[src/rtl/nibble_serial_adder_ctrl_pkg.sv]
// Shared definitions for the nibble-serial add/subtract sequencer.
package nibble_serial_adder_ctrl_pkg;

    localparam int NIBBLE_W = 4;

    typedef enum logic [1:0] {
        ST_IDLE = 2'd0,
        ST_RUN  = 2'd1,
        ST_DONE = 2'd2
    } state_e;

endpackage

[src/rtl/full_adder.sv]
// Single-bit full adder cell.
module full_adder (
    input  logic a,
    input  logic b,
    input  logic cin,
    output logic sum,
    output logic cout
);

    assign sum  = a ^ b ^ cin;
    assign cout = (a & b) | (cin & (a ^ b));

endmodule

[src/rtl/nibble_adder_slice.sv]
// Combinational 4-bit ripple-carry adder made of full_adder cells.
module nibble_adder_slice
    import nibble_serial_adder_ctrl_pkg::*;
(
    input  logic [NIBBLE_W-1:0] a,
    input  logic [NIBBLE_W-1:0] b,
    input  logic                cin,
    output logic [NIBBLE_W-1:0] sum,
    output logic                cout
);

    logic [NIBBLE_W:0] carry;

    assign carry[0] = cin;
    assign cout     = carry[NIBBLE_W];

    for (genvar i = 0; i < NIBBLE_W; i++) begin : g_bit
        full_adder u_fa (
            .a    (a[i]),
            .b    (b[i]),
            .cin  (carry[i]),
            .sum  (sum[i]),
            .cout (carry[i+1])
        );
    end

endmodule

[src/rtl/nibble_serial_adder_ctrl.sv]
// WIDTH-bit add/subtract computed one nibble per cycle through a single shared slice.
// state | meaning
// IDLE  | ready for operands, outputs hold the last result
// RUN   | one slice pass per cycle, LSB nibble first
// DONE  | result valid, held until out_ready
module nibble_serial_adder_ctrl
    import nibble_serial_adder_ctrl_pkg::*;
#(
    parameter int WIDTH = 16
) (
    input  logic             clk,
    input  logic             rst,
    input  logic             in_valid,
    output logic             in_ready,
    input  logic [WIDTH-1:0] a,
    input  logic [WIDTH-1:0] b,
    input  logic             cin,
    input  logic             sub,
    output logic             out_valid,
    input  logic             out_ready,
    output logic [WIDTH-1:0] sum,
    output logic             carry_out,
    output logic             busy
);

    localparam int NIBBLES = WIDTH / NIBBLE_W;
    localparam int IDX_W   = (NIBBLES > 1) ? $clog2(NIBBLES) : 1;
    localparam logic [IDX_W-1:0] LAST_IDX = IDX_W'(NIBBLES - 1);

    state_e             state_q, state_d;
    logic [WIDTH-1:0]   a_q, a_d;
    logic [WIDTH-1:0]   b_q, b_d;
    logic [WIDTH-1:0]   sum_q, sum_d;
    logic               carry_q, carry_d;
    logic               cout_q, cout_d;
    logic [IDX_W-1:0]   idx_q, idx_d;

    logic [NIBBLE_W-1:0] slice_a, slice_b, slice_sum;
    logic                slice_cout;

    assign slice_a = a_q[NIBBLE_W*idx_q +: NIBBLE_W];
    assign slice_b = b_q[NIBBLE_W*idx_q +: NIBBLE_W];

    nibble_adder_slice u_slice (
        .a    (slice_a),
        .b    (slice_b),
        .cin  (carry_q),
        .sum  (slice_sum),
        .cout (slice_cout)
    );

    always_ff @(posedge clk) begin
        if (rst) begin
            state_q <= ST_IDLE;
            a_q     <= '0;
            b_q     <= '0;
            sum_q   <= '0;
            carry_q <= 1'b0;
            cout_q  <= 1'b0;
            idx_q   <= '0;
        end else begin
            state_q <= state_d;
            a_q     <= a_d;
            b_q     <= b_d;
            sum_q   <= sum_d;
            carry_q <= carry_d;
            cout_q  <= cout_d;
            idx_q   <= idx_d;
        end
    end

    always_comb begin
        state_d = state_q;
        a_d     = a_q;
        b_d     = b_q;
        sum_d   = sum_q;
        carry_d = carry_q;
        cout_d  = cout_q;
        idx_d   = idx_q;
        case (state_q)
            ST_IDLE: begin
                if (in_valid) begin
                    // Subtract is A + ~B + 1, so cin is replaced by the forced 1.
                    a_d     = a;
                    b_d     = b ^ {WIDTH{sub}};
                    carry_d = sub ? 1'b1 : cin;
                    sum_d   = '0;
                    idx_d   = '0;
                    state_d = ST_RUN;
                end
            end
            ST_RUN: begin
                sum_d[NIBBLE_W*idx_q +: NIBBLE_W] = slice_sum;
                carry_d = slice_cout;
                if (idx_q == LAST_IDX) begin
                    cout_d  = slice_cout;
                    state_d = ST_DONE;
                end else begin
                    idx_d = idx_q + 1'b1;
                end
            end
            ST_DONE: begin
                if (out_ready) state_d = ST_IDLE;
            end
            default: state_d = ST_IDLE;
        endcase
    end

    always_comb begin
        in_ready  = (state_q == ST_IDLE);
        out_valid = (state_q == ST_DONE);
        busy      = (state_q == ST_RUN) || (state_q == ST_DONE);
    end

    assign sum       = sum_q;
    assign carry_out = cout_q;

endmodule

[config.mk]
export PLATFORM = sky130hd
export DESIGN_NAME = nibble_serial_adder_ctrl
export DESIGN_NICKNAME = d
export VERILOG_FILES = /design/src/rtl/nibble_serial_adder_ctrl_pkg.sv /design/src/rtl/full_adder.sv /design/src/rtl/nibble_adder_slice.sv /design/src/rtl/nibble_serial_adder_ctrl.sv
export SDC_FILE = /design/constraint.sdc
export NUM_CORES = 1
export LEC_CHECK = 0
export BUFFER_PORTS_ARGS = -buffer_cell sky130_fd_sc_hd__buf_2
export CAP_MARGIN = 40
export CORE_MARGIN = 2
export CORE_UTILIZATION = 40
export DETAILED_ROUTE_END_ITERATION = 8
export PLACE_DENSITY = 0.63
export SETUP_SLACK_MARGIN = 0.05
export SYNTH_ARGS = -nofsm -noshare
export SYNTH_HDL_FRONTEND = slang
export SYNTH_SLANG_ARGS = --single-unit
[constraint.sdc]
create_clock -name clk -period 4.5 [get_ports clk]
set_input_delay 0.9 -clock clk [delete_from_list [all_inputs] [get_ports clk]]
set_output_delay 0.9 -clock clk [all_outputs]
set_load 0.05 [all_outputs]
# Word level (Yosys, flattened, before mapping)
# Cells that the tools add are included.
[word_totals]
reg_bits = 54
out_inout_bits = 20
elab_cells = 62
[op_classes]
addsub = 2
eq_ne = 7
shifts = 4
muxes = 13
bitwise = 21
n_reduce_logical = 8
[ops]
columns = ["cell", "count"]
rows = [
  ["$neg A4 Y34", 1],
  ["$shift A4 B34 Y16 const A", 1],
  ["$shiftx A4 B34 Y16", 1],
  ["$pmux W16 S2", 1],
  ["$shiftx A16 B5 Y4", 2],
  ["$bwmux W16", 1],
  ["$mux W16", 1],
  ["$xor A16 B16 Y16", 1],
  ["$mux W2", 5],
  ["$and A1 B1 Y1", 8],
  ["$xor A1 B1 Y1", 8],
  ["$ne A2 B2 Y1 const B", 3],
  ["$pmux W2 S3", 1],
  ["$reduce_and A2 Y1", 3],
  ["$reduce_and A3 Y1", 2],
  ["$eq A2 B2 Y1 const B", 2],
  ["$or A1 B1 Y1", 4],
  ["$pmux W2 S2", 1],
  ["$add A2 B1 Y2 const B", 1],
  ["$eq A2 B1 Y1 const B", 1],
  ["$logic_not A2 Y1", 1],
  ["$mux W1", 2],
  ["$ne A2 B1 Y1 const B", 1],
  ["$pmux W1 S2", 1],
  ["2 further kinds", 2],
]

# Depth between registers and ports, before layout
[logic_depth]
word_depth = 12
mapped_depth = 14
depth_no_buf = 12

# Cells and area by module
# Synthesis repeated with hierarchy kept, for this count alone.
[hier_totals]
hier_cells = 289
area_unflattened_um2 = 2795.2
[modules_own_cells]
columns = ["module", "instances", "cells_per_inst", "area_each_um2", "seq_area_each_um2"]
rows = [
  ["nibble_serial_adder_ctrl", 1, 285, 2715.1, 1081.0],
  ["full_adder", 4, 1, 20.0, 0.0],
]

# Worst setup path before layout
# No wires, ideal clock.
[synth_path]
kind = "reg2reg"
from = "reg idx_q[0]"
to = "reg sum_q[15], in the netlist sum[15]"
setup_time_ns = 0.070
arrival_time_ns = 2.859
t_required_ns = 4.430
setup_slack_ns = 1.571
stages_incl_launch_ff = 15
n_path_buf = 2
period_less_slack_ns = 2.929
cell_sequence = "dfxtp_1 > buf_4 > buf_6 > mux4_2 > inv_1 > fa_1 > inv_1 > fa_1 > inv_1 > fa_1 > inv_1 > fa_1 > and3b_1 > nand4_1 > a21oi_1"
[synth_via]
elab_chain_cells = 12
[synth_rtl]
columns = ["item", "line_no", "source"]
rows = [
  ["from (decl)", "nibble_serial_adder_ctrl.sv:36", "logic [IDX_W-1:0] idx_q, idx_d;"],
  ["from (signal assigned)", "nibble_serial_adder_ctrl.sv:68", "idx_q <= idx_d;"],
  ["$shiftx A16 B5 Y4 (on tied branches)", "nibble_serial_adder_ctrl.sv:41, nibble_serial_adder_ctrl.sv:42", ""],
  ["$xor A1 B1 Y1", "full_adder.sv:10, full_adder.sv:11", ""],
  ["$and A1 B1 Y1", "full_adder.sv:11", "assign cout = (a & b) | (cin & (a ^ b));"],
  ["$or A1 B1 Y1", "full_adder.sv:11", ""],
  ["$and A1 B1 Y1", "full_adder.sv:11", ""],
  ["$or A1 B1 Y1", "full_adder.sv:11", ""],
  ["$and A1 B1 Y1", "full_adder.sv:11", ""],
  ["$or A1 B1 Y1", "full_adder.sv:11", ""],
  ["$xor A1 B1 Y1", "full_adder.sv:10", "assign sum = a ^ b ^ cin;"],
  ["$shiftx A4 B34 Y16", "nibble_serial_adder_ctrl.sv:93", "sum_d[NIBBLE_W*idx_q +: NIBBLE_W] = slice_sum;"],
  ["$bwmux W16 (*)", "nibble_serial_adder_ctrl.sv:93", ""],
  ["$pmux W16 S2 (*)", "nibble_serial_adder_ctrl.sv:80", "case (state_q)"],
  ["to (signal assigned)", "nibble_serial_adder_ctrl.sv:65", "sum_q <= sum_d;"],
  ["to (decl)", "nibble_serial_adder_ctrl.sv:33", "logic [WIDTH-1:0] sum_q, sum_d;"],
]
# Mark *: on every way between the ends. The rest lies on a longest branch, timed or not.
# A chain may end at the register's enable or synchronous reset.

# Worst setup path in the final report
[layout_path]
from = "reg idx_q[0]"
to = "reg sum_q[7], in the netlist sum[7]"
# Same word-level chain as after synthesis.

==> summary.md <==
| Metric | Value |
|---|---|
| Gr usage total | `0.1508` |
| Seq cells post-synth | `54` |
| Initial Utilization | `0.4078` |
| CTS root buffer | `clkbuf_8` |
| Max stage delay on crit path | `580 ps` |
| Area added between synthesis and finish | `12.48%` |
| I/O Buffers | `57` |
| Total CTS buffers | `5` |
| Grt ovf | `0` |
| I/O Pins | `58` |
| Synthesized instance count | `305` |
| WP buf/inv | `5` |
| Final Hold Fails | `0` |
| Placed Area | `0.003149 mm²` |
| YS warnings | `0` |
| Clock Latency Late Sink | `300 ps` |
| CP top delay family | `adder cells` |
| Nets@finish | `396` |
| Final min period | `3392 ps` |
| Slew @ Worst Pin | `792.1 ps` |
| Postcts setup bufs | `0` |
| Number of enable flip-flop cells after synthesis | `0` |
| Antenna Violating Nets Remaining | `0` |
| Syn Area/Cell | `9.595 µm²` |
| CTS sink count | `54` |
| Vias per std cell | `4.948` |
| DP Wirelength | `4064 µm` |
| Cell variety after synth | `47` |
| Post-synthesis mux area share | `0.08807` |
| Leakage dissipation | `0.001350 µW` |
| CP required | `4740 ps` |
| Proportion of layout cells with a drive suffix above 1 | `0.2334` |
| Final number of setup-violating endpoints | `0` |
| Final slew viol count | `0` |
| Combinational share of power | `0.404` |
| DR vias | `2207` |
| Outcome | `completed` |
| WL per Instance | `12.71 µm` |
| Fmax | `294.8 MHz` |
| Clock slew at reported path FFs | `100 ps` |
| CP arrival | `3630 ps` |
| Most instantiated library cell after synthesis | `dfxtp_1` |
| Largest net degree at the start of global routing | `49` |
| # hold bufs at CTS | `0` |
| Seq pwr share | `0.363` |
| CTS tree | `yes` |
| Drt pass-1 iters | `4` |
| Worst path cell trace | `buf_4, mux4_1, inv_1, fa_1, inv_1, fa_1, inv_1, fa_1, inv_1, fa_1, and3_1, nand4_1, a21oi_1` |
| Adder-cell share of the synthesized area | `0.06156` |
| Ant. Diodes | `0` |
| First-pass GRT wire length | `9508 µm` |
| Pwr/cell area | `513.6 mW/mm²` |
| Share of the synthesized area in the top cell type | `0.3694` |
| Pint | `1064 µW` |
| CTS resizes | `0` |
| CP Capture Type | `flip-flop` |
| Crit-path max FO | `10` |
| RSZ-0062 raised after global routing | `false` |
| Num rows | `31` |
| Net switching power figure | `626.5 µW` |
| Die H | `89.54 µm` |
| Die X | `89.54 µm` |
| Post-Synth XOR/XNOR Area | `0.04788` |
| Post-synth ARST share | `0` |
| Ranking of synthesized cells by area | `dfxtp_1, mux4_1, a21oi_1` |
| Core area | `0.007176 mm²` |
| Clock Tree Buf Depth | `2` |
| Sw Share | `0.3705` |
| DIE AREA | `0.008017 mm²` |
| Antenna violations before repair | `0` |
| Post-synthesis sequential area ratio | `0.3694` |
| VDD IR-drop max | `0.0001942 V` |
| Synthesized netlist net count | `355` |
| Critical path's slowest cell | `dfxtp_1` |
| Max-cap violations | `0` |
| Synth area leader | `dfxtp_1` |
| Largest family of logic cells by synthesized area | `simple AND/OR/NAND/NOR gates` |
| Top cells by count, synth | `dfxtp_1, nand2_1, a21oi_1` |
| # fillers | `712` |
| Slew headroom | `0.4719` |
| Vias in the first global route | `2056` |
| Worst min-delay path class | `flip-flop to flip-flop` |
| Final instance area | `0.003292 mm²` |
| Worst Setup Start Kind | `flip-flop` |
| Clock power frac | `0.234` |
| Setup_tns | `0 ps` |
| WS Path Type | `flip-flop to flip-flop` |
| Initial DRC Count | `71` |
| DR DRC count | `0` |
| Fin crit share | `0.7538` |
| Synth Area in Compound Gates | `0.1603` |
| Post-synthesis simple-gate area fraction | `0.1860` |
| Post-route clock skew | `5.052 ps` |
| Synth Cell Area | `0.002927 mm²` |
| Drt total wl | `5669 µm` |
| H-tree levels | `2` |
| GPL Wtd Cong | `0.7771` |
| Top_reg_cell synth | `dfxtp_1` |
==> through the flow <==
step / total power [µW] / util / hold WS, ps / std cells / setup slack, ps
global placement: 1304 / 0.4389 / 440.9 / 438 / 1180
floorplan: 1225 / - / 431.5 / 305 / 1571
finish: 1691 / 0.4588 / 457.9 / 446 / 1108
CTS: 1709 / 0.4588 / 461.2 / 446 / 1075
global route: 1803 / 0.4588 / 484.0 / 446 / 808.1
detailed placement: 1316 / 0.4389 / 447.7 / 438 / 1117
==> layout by cell type, fill, tap and decap left out, types with 2 or more instances in the layout <==
cell type  count
a211oi_1      16
a21oi_1       28
a22o_1         2
a31oi_1        2
and2b_2        2
and3_1         3
and3b_1        5
and4bb_2       2
buf_2         57
buf_4          2
bufinv_16      2
clkbuf_8       6
dfxtp_1       54
fa_1           4
ha_1           8
inv_1         14
mux2i_1        4
mux4_1         6
mux4_2         2
nand2_1       34
nand2b_1       8
nand4_1       11
nand4b_1       2
nor2_1        18
nor2b_1        4
nor3b_1        3
o21ai_0       15
o2bb2ai_1      2
xnor2_1       16
==> flip-flops by register name, summed over array words and instances (netlist names) <==
| register | count |
|---|---|
| a_q | 16 |
| b_q | 16 |
| sum | 16 |
| idx_q | 2 |
| state_q | 2 |
| carry_out | 1 |
| carry_q | 1 |
==> power by group through the flow <==
stage | logic (µW) | clock network (µW) | registers, µW
floorplan | 611 | 0 | 615
global placement | 681 | 0 | 623
detailed placement | 691 | 0 | 625
CTS | 691 | 403 | 615
global route | 757 | 420 | 627
finish | 683 | 395 | 613
==> cells by family after synthesis <==
group / count (synthesis)
compound gates: 71
xor+xnor: 16
fa+ha+maj: 12
buf+inv: 39
flops: 54
mux: 13
simple gates: 100
==> per-layer routing <==
metal	track usage	vias to the layer above	wire, µm
met5	0	-	0
li1	-	1153	-
met4	0.02849	0	38
met1	0.2048	1002	2802
met2	0.2418	48	2550
met3	0.04340	4	278
==> worst min-delay path, delay by kind of cell (launching register included) <==
family | cells | cell delay (ps)
AO/OA/AOI/OAI | 1 | 50
flip-flops | 1 | 320
AND/OR/NAND/NOR | 1 | 50
==> worst paths after layout <==
kind	startpoint	end	slack (ps)	cells past startpoint
max	idx_q[0]	sum[7]	1110	13
min	a_q[9]	a_q[9]	460	2
max reg2reg	idx_q[0]	sum[7]	1110	13
min reg2reg	a_q[9]	a_q[9]	460	2
==> area by class of cell <==
type / instances / area, µm² / share of cell area
clock buffers: 6 / 82.58 / 0.02509
well taps: 99 / 123.9 / 0.03763
inverters: 14 / 52.55 / 0.01596
clock inverters: 2 / 60.06 / 0.01824
multi-input cells: 212 / 1592 / 0.4835
repair buffers: 59 / 300.3 / 0.09122
flip-flops and latches: 54 / 1081 / 0.3284
No activity file was read; power rests on OpenSTA's default activity.
